<file path="src/rtl/bus_initiator_if.sv">
// Request/response port and daisy-chain bus signals of the bus initiator.
// master is the initiator's view; slave is the host bridge plus chain side.
interface bus_initiator_if #(
  parameter int unsigned ADDR_WIDTH = 16,
  parameter int unsigned DATA_WIDTH = 16
);

  logic [ADDR_WIDTH-1:0] req_addr_i;
  logic [DATA_WIDTH-1:0] req_wdata_i;
  logic                  req_rw_i;
  logic                  req_valid_i;
  logic                  req_ready_o;

  logic [DATA_WIDTH-1:0] resp_rdata_o;
  logic                  resp_rw_o;
  logic                  resp_timeout_o;
  logic                  resp_valid_o;
  logic [7:0]            stray_count_o;

  logic [ADDR_WIDTH-1:0] addr_o;
  logic [DATA_WIDTH-1:0] wdata_o;
  logic [DATA_WIDTH-1:0] rdata_o;
  logic                  rw_o;
  logic                  valid_o;

  logic [ADDR_WIDTH-1:0] addr_i;
  logic [DATA_WIDTH-1:0] wdata_i;
  logic [DATA_WIDTH-1:0] rdata_i;
  logic                  rw_i;
  logic                  valid_i;

  modport master (
    input  req_addr_i, req_wdata_i, req_rw_i, req_valid_i,
    input  addr_i, wdata_i, rdata_i, rw_i, valid_i,
    output req_ready_o,
    output resp_rdata_o, resp_rw_o, resp_timeout_o, resp_valid_o, stray_count_o,
    output addr_o, wdata_o, rdata_o, rw_o, valid_o
  );

  modport slave (
    output req_addr_i, req_wdata_i, req_rw_i, req_valid_i,
    output addr_i, wdata_i, rdata_i, rw_i, valid_i,
    input  req_ready_o,
    input  resp_rdata_o, resp_rw_o, resp_timeout_o, resp_valid_o, stray_count_o,
    input  addr_o, wdata_o, rdata_o, rw_o, valid_o
  );

endinterface

</file>
<file path="src/rtl/bus_initiator.sv">
// Initiator end of the daisy-chained core bus: issues one transaction at a
// time, waits for it to return at the chain end, and reports data or timeout.
module bus_initiator #(
  parameter int unsigned ADDR_WIDTH     = 16,
  parameter int unsigned DATA_WIDTH     = 16,
  parameter int unsigned TIMEOUT_CYCLES = 1024
) (
  input  logic            clk,
  input  logic            rst,
  bus_initiator_if.master bus
);

  localparam int unsigned CNT_W = $clog2(TIMEOUT_CYCLES);
  // WAIT starts counting at 0, so the last count before expiry is T-2.
  localparam logic [CNT_W-1:0] CNT_LAST  = CNT_W'(TIMEOUT_CYCLES - 2);
  localparam logic [7:0]       STRAY_MAX = 8'hFF;

  typedef enum logic [1:0] {
    IDLE  = 2'd0,
    ISSUE = 2'd1,
    WAIT  = 2'd2
  } state_e;

  state_e                state_q, state_d;
  logic [CNT_W-1:0]      cnt_q, cnt_d;
  logic [ADDR_WIDTH-1:0] addr_q, addr_d;
  logic [DATA_WIDTH-1:0] wdata_q, wdata_d;
  logic                  rw_q, rw_d;
  logic                  valid_q, valid_d;
  logic                  ready_q, ready_d;
  logic [DATA_WIDTH-1:0] resp_rdata_q, resp_rdata_d;
  logic                  resp_rw_q, resp_rw_d;
  logic                  resp_timeout_q, resp_timeout_d;
  logic                  resp_valid_q, resp_valid_d;
  logic [7:0]            stray_q, stray_d;

  logic busy;
  logic accept;
  logic match;
  logic stray;

  // Return classification against the outstanding transaction
  always_comb begin
    busy   = (state_q == ISSUE) || (state_q == WAIT);
    accept = (state_q == IDLE) && ready_q && bus.req_valid_i;
    match  = busy && bus.valid_i && (bus.addr_i == addr_q) && (bus.rw_i == rw_q);
    stray  = bus.valid_i && !match;
  end

  // Next-state and registered-output logic
  always_comb begin
    state_d        = state_q;
    cnt_d          = cnt_q;
    addr_d         = addr_q;
    wdata_d        = wdata_q;
    rw_d           = rw_q;
    valid_d        = 1'b0;
    ready_d        = 1'b0;
    resp_rdata_d   = resp_rdata_q;
    resp_rw_d      = resp_rw_q;
    resp_timeout_d = resp_timeout_q;
    resp_valid_d   = 1'b0;
    stray_d        = (stray && (stray_q != STRAY_MAX)) ? stray_q + 8'd1 : stray_q;

    case (state_q)
      IDLE: begin
        ready_d = !accept;
        if (accept) begin
          addr_d  = bus.req_addr_i;
          wdata_d = bus.req_wdata_i;
          rw_d    = bus.req_rw_i;
          valid_d = 1'b1;
          state_d = ISSUE;
        end
      end

      ISSUE: begin
        cnt_d   = '0;
        state_d = WAIT;
        if (match) begin
          resp_valid_d   = 1'b1;
          resp_timeout_d = 1'b0;
          resp_rw_d      = rw_q;
          resp_rdata_d   = rw_q ? bus.wdata_i : bus.rdata_i;
          state_d        = IDLE;
        end
      end

      WAIT: begin
        // A return on the expiry cycle still completes normally
        if (match) begin
          resp_valid_d   = 1'b1;
          resp_timeout_d = 1'b0;
          resp_rw_d      = rw_q;
          resp_rdata_d   = rw_q ? bus.wdata_i : bus.rdata_i;
          state_d        = IDLE;
        end else if (cnt_q == CNT_LAST) begin
          resp_valid_d   = 1'b1;
          resp_timeout_d = 1'b1;
          resp_rw_d      = rw_q;
          resp_rdata_d   = '0;
          state_d        = IDLE;
        end else begin
          cnt_d = cnt_q + CNT_W'(1);
        end
      end

      default: begin
        state_d = IDLE;
      end
    endcase
  end

  always_ff @(posedge clk) begin
    if (rst) begin
      state_q        <= IDLE;
      cnt_q          <= '0;
      addr_q         <= '0;
      wdata_q        <= '0;
      rw_q           <= 1'b0;
      valid_q        <= 1'b0;
      ready_q        <= 1'b0;
      resp_rdata_q   <= '0;
      resp_rw_q      <= 1'b0;
      resp_timeout_q <= 1'b0;
      resp_valid_q   <= 1'b0;
      stray_q        <= '0;
    end else begin
      state_q        <= state_d;
      cnt_q          <= cnt_d;
      addr_q         <= addr_d;
      wdata_q        <= wdata_d;
      rw_q           <= rw_d;
      valid_q        <= valid_d;
      ready_q        <= ready_d;
      resp_rdata_q   <= resp_rdata_d;
      resp_rw_q      <= resp_rw_d;
      resp_timeout_q <= resp_timeout_d;
      resp_valid_q   <= resp_valid_d;
      stray_q        <= stray_d;
    end
  end

  // Latched request doubles as the held bus command
  assign bus.addr_o         = addr_q;
  assign bus.wdata_o        = wdata_q;
  assign bus.rdata_o        = '0;
  assign bus.rw_o           = rw_q;
  assign bus.valid_o        = valid_q;
  assign bus.req_ready_o    = ready_q;
  assign bus.resp_rdata_o   = resp_rdata_q;
  assign bus.resp_rw_o      = resp_rw_q;
  assign bus.resp_timeout_o = resp_timeout_q;
  assign bus.resp_valid_o   = resp_valid_q;
  assign bus.stray_count_o  = stray_q;

endmodule

</file>
<file path="src/flat_wrapper.sv">
// flat-port wrapper written by rule: the top's interface ports become plain ports
module bus_initiator_flat 
#(
  parameter int unsigned ADDR_WIDTH     = 16,
  parameter int unsigned DATA_WIDTH     = 16,
  parameter int unsigned TIMEOUT_CYCLES = 1024
)
  (clk, rst, bus_req_addr_i, bus_req_wdata_i, bus_req_rw_i, bus_req_valid_i, bus_addr_i, bus_wdata_i, bus_rdata_i, bus_rw_i, bus_valid_i, bus_req_ready_o, bus_resp_rdata_o, bus_resp_rw_o, bus_resp_timeout_o, bus_resp_valid_o, bus_stray_count_o, bus_addr_o, bus_wdata_o, bus_rdata_o, bus_rw_o, bus_valid_o);
  bus_initiator_if #(.ADDR_WIDTH(ADDR_WIDTH), .DATA_WIDTH(DATA_WIDTH)) bus_i ();
  input  logic clk;
  input  logic rst;
  input wire logic [$bits(bus_i.req_addr_i)-1:0] bus_req_addr_i;
  input wire logic [$bits(bus_i.req_wdata_i)-1:0] bus_req_wdata_i;
  input wire logic [$bits(bus_i.req_rw_i)-1:0] bus_req_rw_i;
  input wire logic [$bits(bus_i.req_valid_i)-1:0] bus_req_valid_i;
  input wire logic [$bits(bus_i.addr_i)-1:0] bus_addr_i;
  input wire logic [$bits(bus_i.wdata_i)-1:0] bus_wdata_i;
  input wire logic [$bits(bus_i.rdata_i)-1:0] bus_rdata_i;
  input wire logic [$bits(bus_i.rw_i)-1:0] bus_rw_i;
  input wire logic [$bits(bus_i.valid_i)-1:0] bus_valid_i;
  output wire logic [$bits(bus_i.req_ready_o)-1:0] bus_req_ready_o;
  output wire logic [$bits(bus_i.resp_rdata_o)-1:0] bus_resp_rdata_o;
  output wire logic [$bits(bus_i.resp_rw_o)-1:0] bus_resp_rw_o;
  output wire logic [$bits(bus_i.resp_timeout_o)-1:0] bus_resp_timeout_o;
  output wire logic [$bits(bus_i.resp_valid_o)-1:0] bus_resp_valid_o;
  output wire logic [$bits(bus_i.stray_count_o)-1:0] bus_stray_count_o;
  output wire logic [$bits(bus_i.addr_o)-1:0] bus_addr_o;
  output wire logic [$bits(bus_i.wdata_o)-1:0] bus_wdata_o;
  output wire logic [$bits(bus_i.rdata_o)-1:0] bus_rdata_o;
  output wire logic [$bits(bus_i.rw_o)-1:0] bus_rw_o;
  output wire logic [$bits(bus_i.valid_o)-1:0] bus_valid_o;
  assign bus_i.req_addr_i = bus_req_addr_i;
  assign bus_i.req_wdata_i = bus_req_wdata_i;
  assign bus_i.req_rw_i = bus_req_rw_i;
  assign bus_i.req_valid_i = bus_req_valid_i;
  assign bus_i.addr_i = bus_addr_i;
  assign bus_i.wdata_i = bus_wdata_i;
  assign bus_i.rdata_i = bus_rdata_i;
  assign bus_i.rw_i = bus_rw_i;
  assign bus_i.valid_i = bus_valid_i;
  assign bus_req_ready_o = bus_i.req_ready_o;
  assign bus_resp_rdata_o = bus_i.resp_rdata_o;
  assign bus_resp_rw_o = bus_i.resp_rw_o;
  assign bus_resp_timeout_o = bus_i.resp_timeout_o;
  assign bus_resp_valid_o = bus_i.resp_valid_o;
  assign bus_stray_count_o = bus_i.stray_count_o;
  assign bus_addr_o = bus_i.addr_o;
  assign bus_wdata_o = bus_i.wdata_o;
  assign bus_rdata_o = bus_i.rdata_o;
  assign bus_rw_o = bus_i.rw_o;
  assign bus_valid_o = bus_i.valid_o;
  bus_initiator #(.ADDR_WIDTH(ADDR_WIDTH), .DATA_WIDTH(DATA_WIDTH), .TIMEOUT_CYCLES(TIMEOUT_CYCLES)) u_core (.clk(clk), .rst(rst), .bus(bus_i));
endmodule
</file>
<file path="config.mk">
export PLATFORM = sky130hd
export DESIGN_NAME = bus_initiator_flat
export DESIGN_NICKNAME = d
export VERILOG_FILES = /design/src/rtl/bus_initiator_if.sv /design/src/rtl/bus_initiator.sv /design/src/flat_wrapper.sv
export SDC_FILE = /design/constraint.sdc
export NUM_CORES = 1
export LEC_CHECK = 0
export ABC_AREA = 1
export BUFFER_PORTS_ARGS = -buffer_cell sky130_fd_sc_hd__clkbuf_2
export CORE_UTILIZATION = 49
export DETAILED_ROUTE_END_ITERATION = 7
export PLACE_DENSITY = 0.81
export SLEW_MARGIN = 5
export SYNTH_ARGS = -nofsm -noshare
export SYNTH_HDL_FRONTEND = slang
export SYNTH_SLANG_ARGS = --single-unit
</file>
<file path="constraint.sdc">
create_clock -name clk -period 2.4 [get_ports clk]
set_clock_uncertainty 0.15 [all_clocks]
set_input_delay 0 -clock clk [delete_from_list [all_inputs] [get_ports clk]]
set_output_delay 0 -clock clk [all_outputs]
set_load 0.01 [all_outputs]
</file>
## After elaboration in Yosys (flattened, before gate mapping)

Cells that the tools add are included.

| storage, ports and cells | value |
|---|---|
| register bits | 74 |
| bits in latches | 0 |
| RAM bits | 0 |
| bits in read-only memories | 0 |
| input bits | 86 |
| output and inout bits | 78 |
| word-level logic and storage cells | 69 |
| memories | 0 |

| cells by class | value |
|---|---|
| $add $sub $neg | 2 |
| $mul | 0 |
| divide/modulo/power cells | 0 |
| order comparisons | 0 |
| equality and inequality tests | 11 |
| shift operators | 0 |
| muxes and demuxes | 26 |
| bitwise operators | 1 |
| reduce and logical (&&, ||, !) cells | 17 |

Operator list:

| operator | count |
|---|---|
| 2-to-1 mux 16 bit | 4 |
| one-hot mux 16 bit (2 select lines) | 1 |
| 2-to-1 mux 10 bit | 2 |
| one-hot mux 10 bit (2 select lines) | 1 |
| equality test 16 bit | 1 |
| adder 10 x 1 -> 10 bit (second input constant) | 1 |
| equality test 10 bit (second input constant) | 1 |
| 2-to-1 mux 1 bit | 10 |
| adder 8 x 1 -> 8 bit (second input constant) | 1 |
| 2-to-1 mux 2 bit | 4 |
| inequality test 8 bit (second input constant) | 1 |
| logical AND 1 bit | 7 |
| one-hot mux 1 bit (2 select lines) | 3 |
| one-hot mux 2 bit (3 select lines) | 1 |
| AND reduction 3 bit | 2 |
| inequality test 2 x 1 -> 1 bit (second input constant) | 2 |
| inequality test 2 bit (second input constant) | 2 |
| AND reduction 2 bit | 2 |
| inequality test 3 x 2 -> 1 bit (second input constant) | 1 |
| equality test 2 x 1 -> 1 bit (second input constant) | 1 |
| equality test 2 bit (second input constant) | 1 |
| logical NOT 1 bit | 2 |
| logical NOT 2 bit | 1 |
| nonzero test 2 bit | 1 |
| other kinds (4) | 4 |

## Logic depth before layout (Yosys ltp)

Gate-level depths: netlist of the first run.

| logic depth | value |
|---|---|
| word-level depth | 8 |
| depth in mapped cells | 15 |
| gate-level depth less buffers | 14 |

## Worst setup path after synthesis of the first run

Ideal clock, no wire load.

| timing path | value |
|---|---|
| kind | reg2reg |
| start | register u_core.state_q[0] |
| end | register u_core.cnt_q[0] |
| library setup time | 0.115 ns |
| data arrival time | 1.769 ns |
| required time | 2.135 ns |
| path slack | 0.366 ns |
| cell stages (with the launch flop) | 15 |
| path buffers | 1 |
| clock period less this slack | 2.034 ns |
| path through | dfxtp_1 > inv_1 > ha_1 > nand2_1 > inv_2 > nand2_1 > nor2_1 > nand2_1 > nor2_1 > nand3_2 > nand2_1 > nand2_2 > buf_6 > a21oi_1 > nor2_1 |

| between the ends | value |
|---|---|
| longest elaborated chain between the ends | 7 |
| elaborated cells between the ends (all ways) | 11 |
| those cells by class | eq/ne: 4; mux: 1; reduce/logical: 6 |

RTL lines:

| what | line | text |
|---|---|---|
| start, declared | bus_initiator.sv:24 | `state_e state_q, state_d;` |
| start signal, assigned | bus_initiator.sv:129 | `state_q <= state_d;` |
| equality test 2 x 1 -> 1 bit or equality test 2 bit (tied branches) | bus_initiator.sv:44, bus_initiator.sv:65 |  |
| logical OR 1 bit | bus_initiator.sv:44 | `busy = (state_q == ISSUE) \|\| (state_q == WAIT);` |
| logical AND 1 bit (3 in a row) | bus_initiator.sv:46 | `match = busy && bus.valid_i && (bus.addr_i == addr_q) && (bus.rw_i == rw_q);` |
| inequality test 2 bit (no line) | - |  |
| AND reduction 3 bit (no line) | - |  |
| end signal, assigned | bus_initiator.sv:130 | `cnt_q <= cnt_d;` |
| end, declared | bus_initiator.sv:25 | `logic [CNT_W-1:0] cnt_q, cnt_d;` |

Parallel ways exist; a longest one is shown, timed or not.
A chain may end at the register's enable or synchronous reset.

## Worst setup path after layout of the first run

| timing path | value |
|---|---|
| start | register u_core.state_q[0] |
| end | register u_core.cnt_q[5] |

Same word-level chain as after synthesis.

==> results of run 1 <==
[final timing paths]
| path | startpoint | endpoint | slack, ns | depth (start not counted) |
|---|---|---|---|---|
| setup / recovery | u_core.state_q[0] | u_core.cnt_q[5] | 0.27 | 14 |
| hold / removal | bus_valid_i | u_core.bus.stray_count_o[1] | 0.05 | 6 |
| setup reg to reg | u_core.state_q[0] | u_core.cnt_q[5] | 0.27 | 14 |
| hold reg to reg | u_core.bus.wdata_o[4] | u_core.bus.wdata_o[4] | 0.30 | 2 |
[state kept, by name (all words and copies together) (netlist names)]
name,count
u_core.bus.wdata_o,16
u_core.bus.rw_o,1
u_core.bus.resp_timeout_o,1
u_core.bus.stray_count_o,8
u_core.bus.resp_rw_o,1
u_core.bus.resp_valid_o,1
u_core.bus.req_ready_o,1
u_core.bus.valid_o,1
u_core.state_q,2
u_core.cnt_q,10
u_core.bus.resp_rdata_o,16
u_core.bus.addr_o,16
[cell type report]
type	count	area (um^2)
Clock inverter	6	66.3
Sequential cell	74	1480
Timing Repair Buffer	222	1490
Inverter	74	280
Tap cell	102	128
Fill cell	554	2140
Multi-Input combinational cell	424	2060
Clock buffer	10	128
[power groups by stage]
stage / Sequential (uW) / Combinational [uW] / Clock [uW]
floorplan: 1860 / 1210 / 0
global placement: 1760 / 1790 / 0
detailed placement: 1770 / 1860 / 0
CTS: 1750 / 2000 / 994
global route: 1800 / 2350 / 1050
finish: 1760 / 2100 / 982
[critical path, cell delays in order (launching register included)]
cell and delay, ns:
dfxtp_1 0.36, inv_1 0.07, ha_1 0.29, nand2_1 0.07, inv_2 0.05, nand2_1 0.04
nor2_1 0.08, nand2_1 0.05, nor2_1 0.15, nand3_2 0.16, nand2_2 0.13, nand2_4 0.14
nand2_1 0.12, nand2_1 0.06, a21oi_1 0.12
[Yosys cell counts, drive strengths merged]
| library cell | n | area share |
|---|---|---|
| nand2 | 134 | 0.13 |
| nor2 | 88 | 0.084 |
| dfxtp | 74 | 0.37 |
| inv | 73 | 0.070 |
| a21oi | 52 | 0.066 |
| nand3 | 44 | 0.060 |
| o21ai | 38 | 0.048 |
| buf | 22 | 0.042 |
| clkbuf | 17 | 0.016 |
| mux2i | 11 | 0.028 |
| xor2 | 7 | 0.015 |
| ha | 6 | 0.019 |
| nand4 | 6 | 0.0095 |
| or2 | 6 | 0.0095 |
| nor3 | 5 | 0.0063 |
| xnor2 | 4 | 0.0088 |
| nand3b | 2 | 0.0038 |
| a31oi | 1 | 0.0016 |
| clkinv | 1 | 0.00094 |
| conb | 1 | 0.00094 |
| nor3b | 1 | 0.0019 |
| nor4 | 1 | 0.0016 |
| o211ai | 1 | 0.0019 |
| o21bai | 1 | 0.0019 |
[timing repair]
action	4_1_cts	5_1_grt
gates resized for setup	0	4
setup endpoints to repair	0	18
hold buffers	66	0
setup buffers	0	2
hold endpoints to repair	61	0
[cell families after synthesis]
kind of cell	share of synthesized area
xor gates and xnor gates	0.0243
and+or+nand+nor	0.307
DFF	0.373
muxes	0.0277
AOI/OAI and AO/OA	0.119
adders and majority gates	0.0189
buffers and inverters	0.129
other	0.000945
[routing by layer]
metal	track usage	share of wire	vias up
met5	0	0	-
met4	0.130	0.034	0
met3	0.0663	0.069	38
met2	0.529	0.50	208
met1	0.311	0.40	2045
li1	-	-	2265
[per-stage QoR]
| stage | instance area [um^2] | std cells | hold WS (ns) | worst slack (ns) | power, uW |
|---|---|---|---|---|---|
| floorplan | 4030 | 611 | -0.0661 | 0.366 | 3060 |
| global placement | 4740 | 828 | 0.128 | 0.303 | 3550 |
| detailed placement | 4740 | 828 | 0.140 | 0.195 | 3630 |
| CTS | 5600 | 910 | 0.0351 | 0.173 | 4740 |
| global route | 5630 | 912 | 0.0642 | 0.0133 | 5190 |
| finish | 5630 | 912 | 0.0527 | 0.271 | 4840 |
==> flow_summary.toml, run 1 <==
[power_and_ir_drop]
p_clk_frac = 0.203
p_seq_frac = 0.364
switching_power_uw = 1960
internal_power_uw = 2880
power_density_nw_per_um2 = 860
combPwrFrac = 0.433
irDropWorstVdd_v = 0.000490
sw_frac_of_total = 0.405
p_leak_uw = 0.00275

[placed_design]
globalplace.congestion = 0.872
post-dp-hpwl_mm = 7.46
placement.io_buffers = 147

[drt]
wl_mm = 12.0
routedWlPerCell_um = 13.1
drc = 0
drt-pass1-iter-count = 6
drt_iter0_drc = 260
via_per_inst = 5.00
vias = 4556
ant_nets = 0

[sta]
finalSetupViolCount = 0
tns_ns = 0
min_period_ns = 2.13
rsz0062_at_grt = "no"
min_period_over_period = 0.887
drv_slew = 0
worstMarginPinSlew_ns = 0.506
fmax_mhz = 470
hold_viol_final = 0
slew_headroom = 0.662

[worst_setup_path]
start_kind = "register"
crit_type = "register to register"
worstSetupEndpointType = "register"
cp.arrival_ns = 2.25
cp.required_ns = 2.52
cp_max_fo = 19

[final_layout]
fin_util = 0.725
drive_gt1_frac = 0.235
final_common_cell = "clkbuf_2"
areaGrowthSynthToFinish_pct = 41.9
mostFrequentLayoutCells = "147 x clkbuf_2, 128 x nand2_1, 87 x nor2_1, 74 x dfxtp_1, 69 x inv_1"
antennaDiodeCount = 0
final_nets = 897

[logic_synthesis]
syn_avg_cell_area_um2 = 6.66
synth-seq-area-share = 0.373
syn_inst = 596
syn_area_um2 = 3970
synth_cell_types = 35
ys_warn_count = 0
yosys_register_bits = 74

[clock_network]
cts_sinks = 74
cts_buffer_depth = 2
cts_tree = "done"
clkLatencyLatePin_ns = 0.35
root_buffer = "clkbuf_8"
htreeDepth = 3
path_clk_slew_ns = 0.08
cts_made_buffers = 9

[run_status]
status = "finished clean"

[global_route]
antenna_found_initial = 0
track_usage = 0.288
grt_max_degree = 49
grt-ovfl-total = 0
grt_pass1_wl_mm = 19.3
first_global_vias = 4321

[flow_run]
maxCapViolCount = 0

[die]
die_w_um = 92.0
rows = 32
core_um2 = 7770
dieArea_um2 = 8470
io_pins = 164
start_util = 0.511
die-height_um = 92.0

[worst_hold_path]
hp-class = "input pin to register"
Power figures use the tool's default switching activity.
==> inputs of run 2 (changes only) <==
CELL_PAD_IN_SITES_DETAIL_PLACEMENT = 1   (was unset)
CELL_PAD_IN_SITES_GLOBAL_PLACEMENT = 1   (was unset)
CORE_UTILIZATION = 33   (was 49)
PLACE_DENSITY = unset   (was 0.81)
PLACE_DENSITY_LB_ADDON = 0.1   (was unset)
==> run 2 against run 1 <==
The run now ends with DRC left. Cell count is 5.0% higher. Global-route usage is 6.7 points lower. Combinational power is 2% higher. Hold slack better by 0.020 ns. Die area is 47% higher. Wire length is 9.1% higher. Critical endpoint is now u_core.bus.resp_rdata_o[0]. Largest cell class unchanged. Largest power group unchanged.
==> flow_summary.toml, run 2 (same netlist as run 1, synthesis figures left out) <==
[placed_design]
globalplace.congestion = 0.804
placement.io_buffers = 147
post-dp-hpwl_mm = 9.13

[die]
start_util = 0.343
die_w_um = 112
core_um2 = 11600
rows = 39
die-height_um = 112
io_pins = 164
dieArea_um2 = 12500

[sta]
tns_ns = 0
hold_ws_ns = 0.0732
min_period_over_period = 0.890
min_period_ns = 2.14
hold_viol_final = 0
fmax_mhz = 468
drv_slew = 0
rsz0062_at_grt = "no"
finalSetupViolCount = 0

[worst_setup_path]
cp-startpoint = "u_core.state_q[0]"
cp.required_ns = 2.48
crit_type = "register to register"
cp.arrival_ns = 2.22
start_kind = "register"
cp_max_fo = 4
rr_startpoint = "u_core.state_q[0]"
worstSetupEndpointType = "register"

[global_route]
first_global_vias = 4672
track_usage = 0.221
antenna_found_initial = 0
grt-ovfl-total = 0
grt_pass1_wl_mm = 21.9
grt_max_degree = 59

[final_layout]
drive_gt1_frac = 0.234
multiInputGateArea_um2 = 2080
final.fill_count = 1544
seqCellArea_um2 = 1480
antennaDiodeCount = 0
areaGrowthSynthToFinish_pct = 47.3
final_nets = 902
final_common_cell = "clkbuf_2"
mostFrequentLayoutCells = "147 x clkbuf_2, 128 x nand2_1, 86 x nor2_1, 74 x dfxtp_1, 71 x dlygate4sd3_1"

[worst_hold_path]
min_from = "bus_valid_i"
hp-class = "input pin to register"

[power_and_ir_drop]
internal_power_uw = 3220
switching_power_uw = 2020
p_clk_frac = 0.255
combPwrFrac = 0.410
sw_frac_of_total = 0.386
irDropWorstVdd_v = 0.000400
power_density_nw_per_um2 = 896
p_leak_uw = 0.00283
p_seq_frac = 0.335

[drt]
wl_mm = 13.1
drc = 14
ant_nets = 0
drt-pass1-iter-count = 6
drt_iter0_drc = 142
top_layer = "met4"
routed-wl-met2_mm = 6.56
wl_met1_mm = 5.64
via_per_inst = 4.65
routedWlPerCell_um = 13.6
wl_met3_um = 502
vias = 4453

[clock_network]
htreeDepth = 3
cts_buffer_depth = 2
cts_made_buffers = 9
cts_tree = "done"
root_buffer = "clkbuf_16"
path_clk_slew_ns = 0.06
cts_sinks = 74
clkLatencyLatePin_ns = 0.34

[flow_run]
maxCapViolCount = 0

[run_status]
status = "finished with violations"
violations = "DRC"
==> run 2: repair_timing <==
| item | 4_1_cts | 5_1_grt |
|---|---|---|
| setup buffers | 0 | 2 |
| endpoints found under the hold margin | 60 | 0 |
| endpoints found under the setup margin | 0 | 24 |
| gates resized for setup | 0 | 9 |
| hold buffers | 71 | 0 |
==> run 2: critical path, cell delays in order (launching register included) <==
cell      delay (ns)
dfxtp_1         0.36
inv_1           0.08
ha_1            0.30
nand2_1         0.08
inv_2           0.05
nand2_1         0.04
nor2_1          0.08
nand2_1         0.09
nor2_4          0.14
nand3_4         0.13
nand2_2         0.12
nand3b_1        0.20
nor2_1          0.17
nor2_1          0.06
==> run 2: metrics by stage <==
| stage | power [uW] | std cells | util | cell area [um^2] | setup WS, ns |
|---|---|---|---|---|---|
| 2_1_floorplan | 3060 | 611 | - | 4030 | 0.366 |
| 3_3_place_gp | 3630 | 869 | 0.414 | 4790 | 0.240 |
| 3_5_place_dp | 3720 | 869 | 0.414 | 4790 | 0.138 |
| 4_1_cts | 5240 | 956 | 0.501 | 5790 | 0.112 |
| 5_1_grt | 5660 | 958 | 0.506 | 5850 | 0.00587 |
| 6_report | 5240 | 958 | 0.506 | 5850 | 0.264 |
==> run 2: layout make-up <==
cell class / count / share of cell area
well taps: 143 / 0.0306
flip-flops and latches: 74 / 0.253
repair buffers: 227 / 0.263
inverters: 74 / 0.0484
clock buffers: 10 / 0.0392
multi-input cells: 424 / 0.356
clock inverters: 6 / 0.00984
==> run 2: per-layer routing <==
| layer | up-vias | global-route usage |
|---|---|---|
| met5 | - | 0 |
| met4 | 0 | 0.102 |
| met3 | 25 | 0.0381 |
| met2 | 107 | 0.399 |
| met1 | 2041 | 0.252 |
| li1 | 2280 | - |
==> run 2: power groups by stage <==
stage                     Sequential, uW  Combinational (uW)  Clock (uW)
after floorplan                     1860                1210           0
after global placement              1760                1870           0
after detailed placement            1780                1940           0
after CTS                           1760                2110        1380
after global routing                1790                2430        1430
final                               1750                2150        1340
==> run 2: final timing paths <==
kind                                 endpoint  slack (ns)  depth (start not counted)
hold / removal    u_core.bus.stray_count_o[7]        0.07                          6
hold reg to reg         u_core.bus.wdata_o[5]        0.30                          2
setup reg to reg   u_core.bus.resp_rdata_o[0]        0.26                         13
setup / recovery   u_core.bus.resp_rdata_o[0]        0.26                         13
==> inputs of run 3 (changes only) <==
--- a/config.mk
+++ b/config.mk
@@ -12,5 +12,5 @@
 export CORE_UTILIZATION = 33
 export DETAILED_ROUTE_END_ITERATION = 7
-export PLACE_DENSITY_LB_ADDON = 0.1
+export PLACE_DENSITY_LB_ADDON = 0.12
 export SLEW_MARGIN = 5
 export SYNTH_ARGS = -nofsm -noshare
==> constraint.sdc (replaced) <==
create_clock -name clk -period 2.4 [get_ports clk]
set_clock_uncertainty 0.15 [all_clocks]
set_input_delay 0.48 -clock clk [delete_from_list [all_inputs] [get_ports clk]]
set_output_delay 0.48 -clock clk [all_outputs]
set_load 0.01 [all_outputs]
==> run 3 against run 2 <==
Fmax fell by 3.0%. Register-to-register slack got worse by 0.07 ns. The run still ends with DRC left. Critical path type unchanged. Sequential share of layout area up 3.4 points. Non-clock buffer count is 67 lower. Total power down 1.8%. Die area is the same. Highest routed layer unchanged. Clock power grew 4%.
==> flow_summary.toml, run 3 (same netlist as run 1, synthesis figures left out) <==
[clock_network]
cts_buffer_depth = 2
cts_tree = "done"
cts_made_buffers = 9
path_clk_slew_ns = 0.06
root_buffer = "clkbuf_16"
clkLatencyLatePin_ns = 0.34
cts_hold_buf = 0
cts_sinks = 74
htreeDepth = 3

[drt]
drc = 10
wl_mm = 12.0
top_layer = "met4"
wl_met3_um = 539
routedWlPerCell_um = 13.5
drt-pass1-iter-count = 6
ant_nets = 0
drt_iter0_drc = 133
via_per_inst = 4.71
routed-wl-met2_mm = 6.03
wl_met1_mm = 5.22
vias = 4200

[final_layout]
antennaDiodeCount = 0
final.fill_count = 1549
final_common_cell = "clkbuf_2"
areaGrowthSynthToFinish_pct = 30.0
seqCellArea_um2 = 1480
fin_util = 0.446
multiInputGateArea_um2 = 2050
final_nets = 835
drive_gt1_frac = 0.262
mostFrequentLayoutCells = "147 x clkbuf_2, 128 x nand2_1, 87 x nor2_1, 74 x dfxtp_1, 69 x inv_1"

[run_status]
violations = "DRC"
status = "finished with violations"

[worst_hold_path]
min_from = "bus_req_wdata_i[6]"
hold_end = "u_core.bus.wdata_o[6]"
hp-class = "input pin to register"
hold_path_depth = 3

[placed_design]
globalplace.congestion = 0.804
placement.io_buffers = 147
place_worst_setup_slack_ns = 0.0906
post-dp-hpwl_mm = 9.10

[die]
start_util = 0.343
dieArea_um2 = 12500
die-height_um = 112
core_um2 = 11600
die_w_um = 112
io_pins = 164
rows = 39

[global_route]
antenna_found_initial = 0
first_global_vias = 4203
grt-ovfl-total = 0
track_usage = 0.198
grt_pass1_wl_mm = 19.8
grt_max_degree = 54

[sta]
fin_ws_ns = 0.197
min_period_ns = 2.20
hold_viol_final = 0
finalSetupViolCount = 0
fmax_mhz = 454
min_period_over_period = 0.918
hold_ws_ns = 0.269
drv_slew = 0

[worst_setup_path]
timing.rr.end = "u_core.bus.resp_rdata_o[7]"
regToRegSetupSlack_ns = 0.20
start_kind = "register"
reg2regPathDepth = 13
crit_type = "register to register"
cp_max_fo = 4
rr_startpoint = "u_core.state_q[0]"
worstSetupEndpointType = "register"
cp.required_ns = 2.48
cp.arrival_ns = 2.28

[power_and_ir_drop]
power_density_nw_per_um2 = 996
p_leak_uw = 0.00256
irDropWorstVdd_v = 0.000351

[flow_run]
maxCapViolCount = 0
==> run 3: worst max path at each step <==
stage,slack (ns),to,cells after the start,startpoint
after global routing,-0.02,u_core.cnt_q[5],14,u_core.state_q[0]
after CTS,0.06,u_core.cnt_q[5],14,u_core.state_q[0]
after floorplan,0.37,u_core.cnt_q[0],14,u_core.state_q[0]
final,0.20,u_core.bus.resp_rdata_o[7],13,u_core.state_q[0]
after global placement,0.25,u_core.cnt_q[5],14,u_core.state_q[0]
after detailed placement,0.09,u_core.cnt_q[5],14,u_core.state_q[1]
==> run 3: cell type report <==
class,instances,share of cell area
multi-input combinational,424,0.398
inverter,74,0.0548
sequential,74,0.287
timing repair buffer,160,0.166
tap,143,0.0347
clock inverter,5,0.0102
clock buffer,11,0.0490
==> run 3: metal layers <==
layer / track usage / vias up
li1: - / 2142
met4: 0.0838 / 0
met1: 0.228 / 1949
met3: 0.0348 / 14
met2: 0.359 / 95
met5: 0 / -
==> run 3: repair_timing <==
item                                    in CTS  in global routing
buffers inserted                             0                  5
endpoints found under the setup margin       0                 18
gates resized for setup                      0                  4
==> run 3: worst max-delay path: stages (launching register included) <==
cell	delay (ns)
dfxtp_1	0.36
inv_1	0.07
ha_1	0.30
nand2_1	0.09
inv_2	0.06
nand2_1	0.04
nor2_1	0.08
nand2_1	0.05
nor2_1	0.15
nand3_2	0.16
nand2_2	0.14
nand3b_1	0.21
nor2_1	0.16
nor2_1	0.06
==> run 3: power by group <==
group | switching, uW | internal, uW
sequential | 216 | 1540
clock | 538 | 856
combinational | 1220 | 771
total | 1980 | 3170
==> run 3: through the flow <==
stage	instances	TNS, ns	total power (uW)	area [um^2]
floorplan	611	0	3060	4030
global placement	870	0	3610	4800
detailed placement	870	0	3710	4800
CTS	886	0	5140	5100
global route	891	-0.0244	5550	5160
finish	891	0	5140	5160
